File: src/rtl/midi_pkg.sv
// rtl/midi_pkg.sv - shared constants, lane state enum and bit-timing helpers for the MIDI receiver
// Optional feature macro: MIDI_RX_FRAMING_CHECK_EN
package midi_pkg;

  localparam int MIDI_BAUD_DEFAULT = 31250;
  localparam int SYSCLK_F_DEFAULT  = 48000000;

  typedef enum logic [2:0] {
    IDLE,
    START,
    DATA,
    STOP
`ifdef MIDI_RX_FRAMING_CHECK_EN
    , BREAK
`endif
  } lane_state_e;

  function automatic int clk_per_bit(input int sysclk_f, input int baud);
    return sysclk_f / baud;
  endfunction

  function automatic int half_bit(input int sysclk_f, input int baud);
    return clk_per_bit(sysclk_f, baud) / 2;
  endfunction

endpackage

File: src/rtl/midi_rx_lane.sv
// rtl/midi_rx_lane.sv - one MIDI port: synchroniser, 8N1 deserialiser FSM and one-byte holding register
// Optional feature macro: MIDI_RX_FRAMING_CHECK_EN (stop-bit check and BREAK recovery)
module midi_rx_lane
  import midi_pkg::*;
#(
  parameter int BYTE_W      = 8,
  parameter int CLK_PER_BIT = 1536,
  parameter int HALF_BIT    = 768
) (
  input  logic              clk,
  input  logic              rst,
  input  logic              rx_async,
  input  logic              hold_clr,
  output logic [BYTE_W-1:0] hold_data,
  output logic              hold_full,
  output logic              overrun,
  output logic              frame_err
);

  localparam int CNT_W = $clog2(CLK_PER_BIT + 1);
  localparam int BIT_W = $clog2(BYTE_W + 1);
  localparam logic [CNT_W-1:0] HALF_M1  = CNT_W'(HALF_BIT - 1);
  localparam logic [CNT_W-1:0] FULL_M1  = CNT_W'(CLK_PER_BIT - 1);
  localparam logic [BIT_W-1:0] LAST_BIT = BIT_W'(BYTE_W - 1);

  logic              sync1_q, sync1_d, sync2_q, sync2_d, sync3_q, sync3_d;
  lane_state_e       state_q, state_d;
  logic [CNT_W-1:0]  cnt_q, cnt_d;
  logic [BIT_W-1:0]  bit_q, bit_d;
  logic [BYTE_W-1:0] shift_q, shift_d;
  logic              done_q, done_d;
  logic [BYTE_W-1:0] hold_data_q, hold_data_d;
  logic              hold_full_q, hold_full_d;
  logic              overrun_q, overrun_d;
`ifdef MIDI_RX_FRAMING_CHECK_EN
  logic              ferr_pend_q, ferr_pend_d;
  logic              frame_err_q, frame_err_d;
`endif

  always_comb begin
    sync1_d     = rx_async;
    sync2_d     = sync1_q;
    sync3_d     = sync2_q;
    state_d     = state_q;
    cnt_d       = cnt_q;
    bit_d       = bit_q;
    shift_d     = shift_q;
    done_d      = 1'b0;
    hold_data_d = hold_data_q;
    hold_full_d = hold_full_q;
    overrun_d   = 1'b0;
`ifdef MIDI_RX_FRAMING_CHECK_EN
    ferr_pend_d = 1'b0;
    frame_err_d = ferr_pend_q;
`endif

    case (state_q)
      IDLE: begin
        if (sync3_q && !sync2_q) begin
          cnt_d   = '0;
          state_d = START;
        end
      end
      START: begin
        if (cnt_q == HALF_M1) begin
          cnt_d   = '0;
          bit_d   = '0;
          state_d = sync2_q ? IDLE : DATA;
        end else begin
          cnt_d = cnt_q + 1'b1;
        end
      end
      DATA: begin
        if (cnt_q == FULL_M1) begin
          cnt_d   = '0;
          shift_d = {sync2_q, shift_q[BYTE_W-1:1]};
          if (bit_q == LAST_BIT) state_d = STOP;
          else                   bit_d   = bit_q + 1'b1;
        end else begin
          cnt_d = cnt_q + 1'b1;
        end
      end
      STOP: begin
        // Leaving at the stop-bit centre lets the next start edge be caught immediately.
        if (cnt_q == FULL_M1) begin
          cnt_d   = '0;
          state_d = IDLE;
`ifdef MIDI_RX_FRAMING_CHECK_EN
          if (sync2_q) begin
            done_d = 1'b1;
          end else begin
            ferr_pend_d = 1'b1;
            state_d     = BREAK;
          end
`else
          done_d = 1'b1;
`endif
        end else begin
          cnt_d = cnt_q + 1'b1;
        end
      end
`ifdef MIDI_RX_FRAMING_CHECK_EN
      BREAK: begin
        if (!sync2_q) begin
          cnt_d = '0;
        end else if (cnt_q == FULL_M1) begin
          cnt_d   = '0;
          state_d = IDLE;
        end else begin
          cnt_d = cnt_q + 1'b1;
        end
      end
`endif
      default: state_d = IDLE;
    endcase

    // A clear arriving with a new byte frees the slot for it, so that is not an overrun.
    if (done_q) begin
      if (hold_full_q && !hold_clr) begin
        overrun_d = 1'b1;
      end else begin
        hold_data_d = shift_q;
        hold_full_d = 1'b1;
      end
    end else if (hold_clr) begin
      hold_full_d = 1'b0;
    end
  end

  always_ff @(posedge clk) begin
    if (rst) begin
      sync1_q     <= 1'b1;
      sync2_q     <= 1'b1;
      sync3_q     <= 1'b1;
      state_q     <= IDLE;
      cnt_q       <= '0;
      bit_q       <= '0;
      shift_q     <= '0;
      done_q      <= 1'b0;
      hold_data_q <= '0;
      hold_full_q <= 1'b0;
      overrun_q   <= 1'b0;
`ifdef MIDI_RX_FRAMING_CHECK_EN
      ferr_pend_q <= 1'b0;
      frame_err_q <= 1'b0;
`endif
    end else begin
      sync1_q     <= sync1_d;
      sync2_q     <= sync2_d;
      sync3_q     <= sync3_d;
      state_q     <= state_d;
      cnt_q       <= cnt_d;
      bit_q       <= bit_d;
      shift_q     <= shift_d;
      done_q      <= done_d;
      hold_data_q <= hold_data_d;
      hold_full_q <= hold_full_d;
      overrun_q   <= overrun_d;
`ifdef MIDI_RX_FRAMING_CHECK_EN
      ferr_pend_q <= ferr_pend_d;
      frame_err_q <= frame_err_d;
`endif
    end
  end

  assign hold_data = hold_data_q;
  assign hold_full = hold_full_q;
  assign overrun   = overrun_q;
`ifdef MIDI_RX_FRAMING_CHECK_EN
  assign frame_err = frame_err_q;
`else
  assign frame_err = 1'b0;
`endif

endmodule

File: src/rtl/midi_rx_multi.sv
// rtl/midi_rx_multi.sv - NUM_PORTS MIDI lanes merged into one round-robin arbitrated valid/ready byte stream
// Optional feature macro: MIDI_RX_FRAMING_CHECK_EN (passed through to every lane)
module midi_rx_multi
  import midi_pkg::*;
#(
  parameter int NUM_PORTS = 4,
  parameter int BYTE_W    = 8,
  parameter int MIDI_BAUD = MIDI_BAUD_DEFAULT,
  parameter int SYSCLK_F  = SYSCLK_F_DEFAULT,
  localparam int PORT_W   = (NUM_PORTS > 1) ? $clog2(NUM_PORTS) : 1
) (
  input  logic                 sys_clk,
  input  logic                 sys_rst,
  input  logic [NUM_PORTS-1:0] midi_in,
  output logic [BYTE_W-1:0]    m_data,
  output logic [PORT_W-1:0]    m_port,
  output logic                 m_is_status,
  output logic                 m_valid,
  input  logic                 m_ready,
  output logic [NUM_PORTS-1:0] overrun,
  output logic [NUM_PORTS-1:0] frame_err
);

  localparam int CPB  = clk_per_bit(SYSCLK_F, MIDI_BAUD);
  localparam int HALF = half_bit(SYSCLK_F, MIDI_BAUD);

  logic [BYTE_W-1:0]    hold_data [NUM_PORTS];
  logic [NUM_PORTS-1:0] hold_full;
  logic [NUM_PORTS-1:0] hold_clr;

  for (genvar g = 0; g < NUM_PORTS; g++) begin : g_lane
    midi_rx_lane #(
      .BYTE_W      (BYTE_W),
      .CLK_PER_BIT (CPB),
      .HALF_BIT    (HALF)
    ) u_lane (
      .clk       (sys_clk),
      .rst       (sys_rst),
      .rx_async  (midi_in[g]),
      .hold_clr  (hold_clr[g]),
      .hold_data (hold_data[g]),
      .hold_full (hold_full[g]),
      .overrun   (overrun[g]),
      .frame_err (frame_err[g])
    );
  end

  logic                m_valid_q, m_valid_d;
  logic [BYTE_W-1:0]   m_data_q, m_data_d;
  logic [PORT_W-1:0]   m_port_q, m_port_d;
  logic [PORT_W-1:0]   rr_q, rr_d;
  logic                grant_found;
  logic [PORT_W-1:0]   grant_idx, cand_idx;
  logic                load;

  // Search begins one past the last granted port so every waiting lane gets a turn.
  always_comb begin
    grant_found = 1'b0;
    grant_idx   = '0;
    cand_idx    = '0;
    for (int i = 1; i <= NUM_PORTS; i++) begin
      cand_idx = PORT_W'((int'(rr_q) + i) % NUM_PORTS);
      if (!grant_found && hold_full[cand_idx]) begin
        grant_found = 1'b1;
        grant_idx   = cand_idx;
      end
    end
  end

  always_comb begin
    load      = !m_valid_q || m_ready;
    hold_clr  = '0;
    m_valid_d = m_valid_q;
    m_data_d  = m_data_q;
    m_port_d  = m_port_q;
    rr_d      = rr_q;
    if (load) begin
      m_valid_d = grant_found;
      if (grant_found) begin
        hold_clr[grant_idx] = 1'b1;
        m_data_d            = hold_data[grant_idx];
        m_port_d            = grant_idx;
        rr_d                = grant_idx;
      end
    end
  end

  always_ff @(posedge sys_clk) begin
    if (sys_rst) begin
      m_valid_q <= 1'b0;
      m_data_q  <= '0;
      m_port_q  <= '0;
      rr_q      <= '0;
    end else begin
      m_valid_q <= m_valid_d;
      m_data_q  <= m_data_d;
      m_port_q  <= m_port_d;
      rr_q      <= rr_d;
    end
  end

  assign m_valid     = m_valid_q;
  assign m_data      = m_data_q;
  assign m_port      = m_port_q;
  assign m_is_status = m_data_q[BYTE_W-1];

endmodule

File: config.mk
export PLATFORM = sky130hd
export DESIGN_NAME = midi_rx_multi
export DESIGN_NICKNAME = d
export VERILOG_FILES = /design/src/rtl/midi_pkg.sv /design/src/rtl/midi_rx_lane.sv /design/src/rtl/midi_rx_multi.sv
export SDC_FILE = /design/constraint.sdc
export NUM_CORES = 1
export LEC_CHECK = 0
export ABC_AREA = 1
export ABC_CLOCK_PERIOD_IN_PS = 2150
export CORE_MARGIN = 2
export CORE_UTILIZATION = 35
export DETAILED_ROUTE_END_ITERATION = 8
export PLACE_DENSITY_LB_ADDON = 0.3
export SYNTH_ARGS = -nofsm -noshare
export SYNTH_HDL_FRONTEND = slang
export SYNTH_HIERARCHICAL = 1
export SYNTH_SLANG_ARGS = --single-unit
File: constraint.sdc
create_clock -name sys_clk -period 2.15 [get_ports sys_clk]
set_clock_uncertainty 0.1 [all_clocks]
set_input_delay 0.3225 -clock sys_clk [delete_from_list [all_inputs] [get_ports sys_clk]]
set_output_delay 0.3225 -clock sys_clk [all_outputs]
set_load 0.01 [all_outputs]
Yosys cells after proc, flatten, opt, wreduce, memory -nomap -nowiden
Index checks and enable logic that the tools add are counted.

word-level totals
  flip-flop bits (word level) = 171
  bits of input ports = 7
  output and inout port bits = 20
  word-level logic and storage cells = 312

cells by class
  add/subtract/negate cells = 12
  magnitude comparators = 7
  equal/unequal tests = 52
  multiplexer cells = 103
  bitwise gates (word level) = 13
  reduce and logical (&&, ||, !) cells = 78

operators with widths
  operator               number
  $mux 11                12
  $pmux 11 s3            4
  $mux 3                 20
  $mux 4                 14
  $pmux 3 s4             4
  $add 11x1->11 const B  4
  $eq 11x10->1 const B   4
  $eq 11x11->1 const B   4
  $ne 2x1->1 const B     20
  $reduce_and 2->1       17
  $pmux 4 s2             4
  $mux 1                 29
  $eq 3x2->1 const B     8
  $reduce_or 2->1        12
  $reduce_and 5->1       4
  $add 4x1->4 const B    4
  $bmux 8 s2             1
  $eq 4x3->1 const B     4
  $mux 2                 8
  $mux 8                 2
  $ne 2x2->1 const B     8
  $reduce_and 4->1       4
  $reduce_bool 2->1      8
  $lt 2x3->1 const B     5
  14 further kinds       61

Depth between registers and ports, before layout
  depth after elaboration = 23
  depth in mapped cells = 18
  mapped depth without buffers = 17

Modules after synthesis
Netlist, hierarchy kept.

by module, submodules not included
  module         times used  cells an instance  area an instance (µm²)  seq. area each (µm²)
  midi_rx_lane   4           266                1901.8                  780.7
  midi_rx_multi  1           176                1022.2                  220.2

Least setup slack after synthesis
No wires, ideal clock.

  kind = reg2reg
  start point = reg rr_q[0]
  end point = reg g_lane[3].u_lane.hold_data_q[5]
  library setup time = 0.070 ns
  arrival time = 2.237 ns
  required time = 1.980 ns
  slack = -0.257 ns
  cell stages (with the launch flop) = 18
  path buffers = 3
  clock period less this slack = 2.407 ns
  cell sequence = dfxtp_1 buf_6 inv_4 nand2_1 nand2_1 nand2_4 nand2_4 nor2_8 nand4_4 nand2_4 buf_8 inv_2 nor2_1 nor2_1 nor2_1 clkbuf_1 o21ai_0 a21oi_1

between the ends
  word-level cells in the longest chain between the ends = 23
  elaborated cells on any way between the ends = 37
  classes of those cells = add/sub (4); order compare (2); mux (20); bitwise (1); reduce/logical (10)

RTL lines
  item                          line                 source
  start, declared               midi_rx_multi.sv:51  logic [PORT_W-1:0] rr_q, rr_d;
  start signal, assigned        midi_rx_multi.sv:98  rr_q <= rr_d;
  $add 2x1->2                   midi_rx_multi.sv:62  cand_idx = PORT_W'((int'(rr_q) + i) % NUM_PORTS);
  $bmux 1 s2                    midi_rx_multi.sv:63  if (!grant_found && hold_full[cand_idx]) begin
  $mux 1 (implied by the code)  midi_rx_multi.sv:63
  $mux 1                        midi_rx_multi.sv:63
  $logic_not 1->1               midi_rx_multi.sv:63
  $logic_and 1x1->1             midi_rx_multi.sv:63
  $mux 1                        midi_rx_multi.sv:63
  $logic_not 1->1               midi_rx_multi.sv:63
  (+8 left out)                 n/a
  $demux 1 s2                   midi_rx_multi.sv:80  hold_clr[grant_idx] = 1'b1;
  $mux 4 *                      midi_rx_multi.sv:79  if (grant_found) begin
  $mux 4 *                      midi_rx_multi.sv:77  if (load) begin
  named net hold_clr[3]         midi_rx_multi.sv:29  logic [NUM_PORTS-1:0] hold_clr;
  $logic_not 1->1 *             midi_rx_lane.sv:119  if (hold_full_q && !hold_clr) begin
  $logic_and 1x1->1 *           midi_rx_lane.sv:119
  $not 1->1 (no line) *         n/a
  $reduce_and 2->1 (no line) *  n/a
  end signal, assigned          midi_rx_lane.sv:156  hold_data_q <= hold_data_d;
  end, declared                 midi_rx_lane.sv:32   logic [BYTE_W-1:0] hold_data_q, hold_data_d;

The timed path passes the listed nets; every way through them passes the cells marked *. The select of a mux whose other input is x is not followed.
A chain may end at the register's enable or synchronous reset.

Final worst setup path
  start point = reg rr_q[0]
  end point = reg g_lane[1].u_lane.hold_data_q[2]

between the ends
  word-level cells in the longest chain between the ends = 23
  elaborated cells on any way between the ends = 37
  classes of those cells = add/sub (4); order compare (2); mux (20); bitwise (1); reduce/logical (10)

RTL lines
  item                          line
  $add 2x1->2                   midi_rx_multi.sv:62
  $bmux 1 s2                    midi_rx_multi.sv:63
  $mux 1 (implied by the code)  midi_rx_multi.sv:63
  $mux 1                        midi_rx_multi.sv:63
  $logic_not 1->1               midi_rx_multi.sv:63
  $logic_and 1x1->1             midi_rx_multi.sv:63
  $mux 1                        midi_rx_multi.sv:63
  $logic_not 1->1               midi_rx_multi.sv:63
  (+8 left out)                 n/a
  $demux 1 s2                   midi_rx_multi.sv:80
  $mux 4 *                      midi_rx_multi.sv:79
  $mux 4 *                      midi_rx_multi.sv:77
  named net hold_clr[1]         midi_rx_multi.sv:29
  $logic_not 1->1 *             midi_rx_lane.sv:119
  $logic_and 1x1->1 *           midi_rx_lane.sv:119
  $not 1->1 (no line) *         n/a
  $reduce_and 2->1 (no line) *  n/a
  end signal, assigned          midi_rx_lane.sv:156
  end, declared                 midi_rx_lane.sv:32

Marks and branches as above.

==> results.json <==
{
  "p_leak_nw": 4.45,
  "stdcell_count": 1634,
  "grt_max_degree": 25,
  "maxCapViolations": 0,
  "min_delay_worst_endpoint": "g_lane[3].u_lane/sync1_q",
  "dieArea_um2": 25900,
  "final_core_util": 0.426,
  "n_antenna_cell": 0,
  "worstPathArrival_ns": 2.46,
  "wire_per_inst_um": 11.8,
  "clock_latency_ns": 0.42,
  "cp_common_cell": "nand2_2",
  "r2r_end": "g_lane[1].u_lane/hold_data[2]",
  "finalWorstSetupSlack_ns": -0.112,
  "multi_input_area_um2": 4680,
  "r2r_setup_slack_ns": -0.11,
  "cts_inserted_buffers": 17,
  "ys_seq_area_frac": 0.387,
  "switchingPower_mw": 4.40,
  "hold_viol": 0,
  "dr.pass1.iters": 5,
  "gp_congestion": 0.790,
  "synth_warnings": 6,
  "overflow": 0,
  "cts-hold-fix-buffers": 0,
  "start_kind": "register",
  "path_class": "reg2reg",
  "tritoncts": "yes",
  "die_y_um": 161,
  "die_w_um": 161,
  "crit_path_cell_trace": "inv_6, nand2_2, nand2_2, nand2_2, nand2_4, nor2_8, nand4_1, nand2_1, nor2_4, inv_2, nor2_1, nor2_2, nor2_4, o21ai_0, a21oi_1",
  "combPwrFrac": 0.390,
  "p_total_mw": 11.3,
  "ir_drop_uv": 569,
  "r2r_start": "rr_q[0]",
  "fin_crit_sh": 1.05,
  "synth_seq_cells": 167,
  "netlist.area_leader.share": 0.387,
  "finalSetupViolCount": 32,
  "switching_share": 0.389,
  "grt_pass1_wl_um": 33300,
  "async_reset_ff_frac": 0,
  "placementRows": 57,
  "crit_fanout": 8,
  "hold_ws_ns": 0.261,
  "antenna_found_initial": 0,
  "hpwl_um": 13300,
  "cpMaxStageDelayCell": "dfxtp_4",
  "viasPerCell": 4.66,
  "drc": 0,
  "seq_power_share": 0.340,
  "area_growth_pct": 19.7,
  "final_net_count": 1313,
  "clkPwrFrac": 0.270,
  "fin_crit_ns": 2.26,
  "grt_pass1_vias": 7195,
  "synth_top_cell_by_area": "dfxtp_1",
  "synth.distinct_cells": 37,
  "reg2regPathDepth": 15,
  "violations": "setup timing",
  "cp.required_ns": 2.35,
  "final-seq-area_um2": 3350,
  "design_area_um2": 10300,
  "critPathMaxStageDelay_ns": 0.40,
  "clockBufferDepth": 2,
  "setup_tns_ns": -2.10,
  "final_layout_size_suffix_gt1_frac": 0.189,
  "status": "finished with violations",
  "syn-cell-area_um2": 8630,
  "syn_inst": 1240,
  "internal-power_mw": 6.93,
  "io_pins": 27,
  "detail-route-antenna-nets": 0,
  "fillers": 2460,
  "htreeDepth": 4,
  "drt-total-wl_um": 19300,
  "min_path_cells": 2,
  "initial_core_util": 0.356,
  "syn_area_per_cell_um2": 6.96,
  "port_buffers": 22,
  "cts-root-buf": "clkbuf_16",
  "hold_class": "in2reg",
  "fmax_mhz": 442,
  "synthFlopType": "dfxtp_1",
  "netlist_top_cells_area": "dfxtp_1, nand2_1, nor2_1, a21oi_1, inv_1",
  "end_kind": "register",
  "min_from": "sys_rst",
  "synth_nets": 1255,
  "rsz0062_at_grt": "yes",
  "vias": 7614,
  "p_per_area_nw_per_um2": 1100,
  "core_um2": 24200,
  "drt-initial-drc-count": 509,
  "drv_slew": 0,
  "dpl_cell_area_um2": 9310,
  "grtUsageTotal": 0.154,
  "path_clk_slew_ns": 0.07,
  "clock-sinks": 167,
  "placed_cells_incl_taps": 1583,
  "synth_edf_count": 0,
  "dp_slack_ns": -0.185
}
-- layout by cell type (no fill, tap or decap), types with 16 or more instances in the layout --
cell type	count
buf_4	41
dfxtp_1	165
nand3_1	66
nand2_2	28
o21ai_1	30
a21oi_2	16
clkbuf_16	17
o21ai_2	17
a21oi_1	101
inv_1	139
nand2_1	288
clkdlybuf4s50_1	20
o21ai_0	45
nor2_1	146
nor2_4	24
-- cell families (layout without fill, tap and decap cells) --
kind of cell             Yosys count  after routing  synth area share
AND/OR/NAND/NOR                  632            633             0.351
AO/OA/AOI/OAI                    215            215             0.134
buffers and inverters            198            267            0.0987
other                              4              4           0.00174
adder cells (fa/ha/maj)            8              8            0.0116
XOR/XNOR                          16             16            0.0162
flip-flops                       167            167             0.387
-- worst max path at each step --
stage	endpoint	startpoint	slack (ns)
after floorplan	g_lane[0].u_lane/hold_data[5]	rr_q[0]	-0.05
after global placement	g_lane[1].u_lane/hold_data[0]	rr_q[0]	-0.15
after detailed placement	g_lane[0].u_lane/hold_data[0]	rr_q[0]	-0.19
after CTS	g_lane[0].u_lane/hold_data[7]	rr_q[0]	-0.04
after global routing	g_lane[1].u_lane/hold_data[3]	rr_q[0]	-0.22
final	g_lane[1].u_lane/hold_data[2]	rr_q[0]	-0.11
-- area by class of cell --
| type | instances | share of cell area |
|---|---|---|
| multi-input combinational | 876 | 0.453 |
| tap | 324 | 0.0392 |
| clock inverter | 9 | 0.00957 |
| sequential | 167 | 0.324 |
| timing repair buffer | 76 | 0.0676 |
| inverter | 160 | 0.0591 |
| clock buffer | 22 | 0.0469 |
-- cells in the mapped netlist (9+ instances only) --
| cell | number |
|---|---|
| nand2_1 | 300 |
| dfxtp_1 | 167 |
| nor2_1 | 161 |
| inv_1 | 144 |
| a21oi_1 | 109 |
| o21ai_0 | 74 |
| nand3_1 | 66 |
| nand2_2 | 23 |
| nand4_1 | 15 |
| nor2_4 | 13 |
| clkbuf_1 | 12 |
| nor3_1 | 12 |
| xor2_1 | 12 |
| inv_2 | 11 |
| o21ai_1 | 10 |
| a21oi_2 | 9 |
| buf_2 | 9 |
-- state kept, by name, summed over array words and instances, names as in the netlist --
register / cells
g_lane.u_lane/cnt_q: 44
g_lane.u_lane/hold_data: 32
g_lane.u_lane/shift_q: 32
g_lane.u_lane/bit_q: 16
g_lane.u_lane/state_q: 8
m_data: 8
g_lane.u_lane/done_q: 4
g_lane.u_lane/hold_full: 4
g_lane.u_lane/overrun: 4
g_lane.u_lane/sync1_q: 4
g_lane.u_lane/sync2_q: 4
g_lane.u_lane/sync3_q: 4
rr_q: 2
m_valid: 1
-- power groups by stage --
stage               clock (mW)  combinational [mW]  sequential [mW]
floorplan                    0                3.05             3.80
global placement             0                4.01             3.90
detailed placement           0                4.06             3.91
CTS                       3.14                4.32             3.84
global route              3.27                5.01             3.91
finish                    3.06                4.42             3.85
-- routing by layer --
metal,up-vias,wire length (um),global-route usage
met1,3479,9670,0.203
met2,71,8980,0.259
met4,0,262,0.0455
met3,22,402,0.0249
met5,-,0,0
li1,4042,-,-
-- worst max-delay path, delay by kind of cell, from the launching register on --
family | cells | cell delay, ns
buffers and inverters | 2 | 0.15
AOI/OAI and AO/OA | 2 | 0.21
DFF | 1 | 0.40
and+or+nand+nor | 11 | 1.28
-- what timing repair did --
action	CTS	global route
pin swaps	26	24
endpoints found under the setup margin	35	45
resized for setup	46	51
cloned	1	1
buffers inserted	13	7
Note: power is estimated with default switching activity, not from simulation.
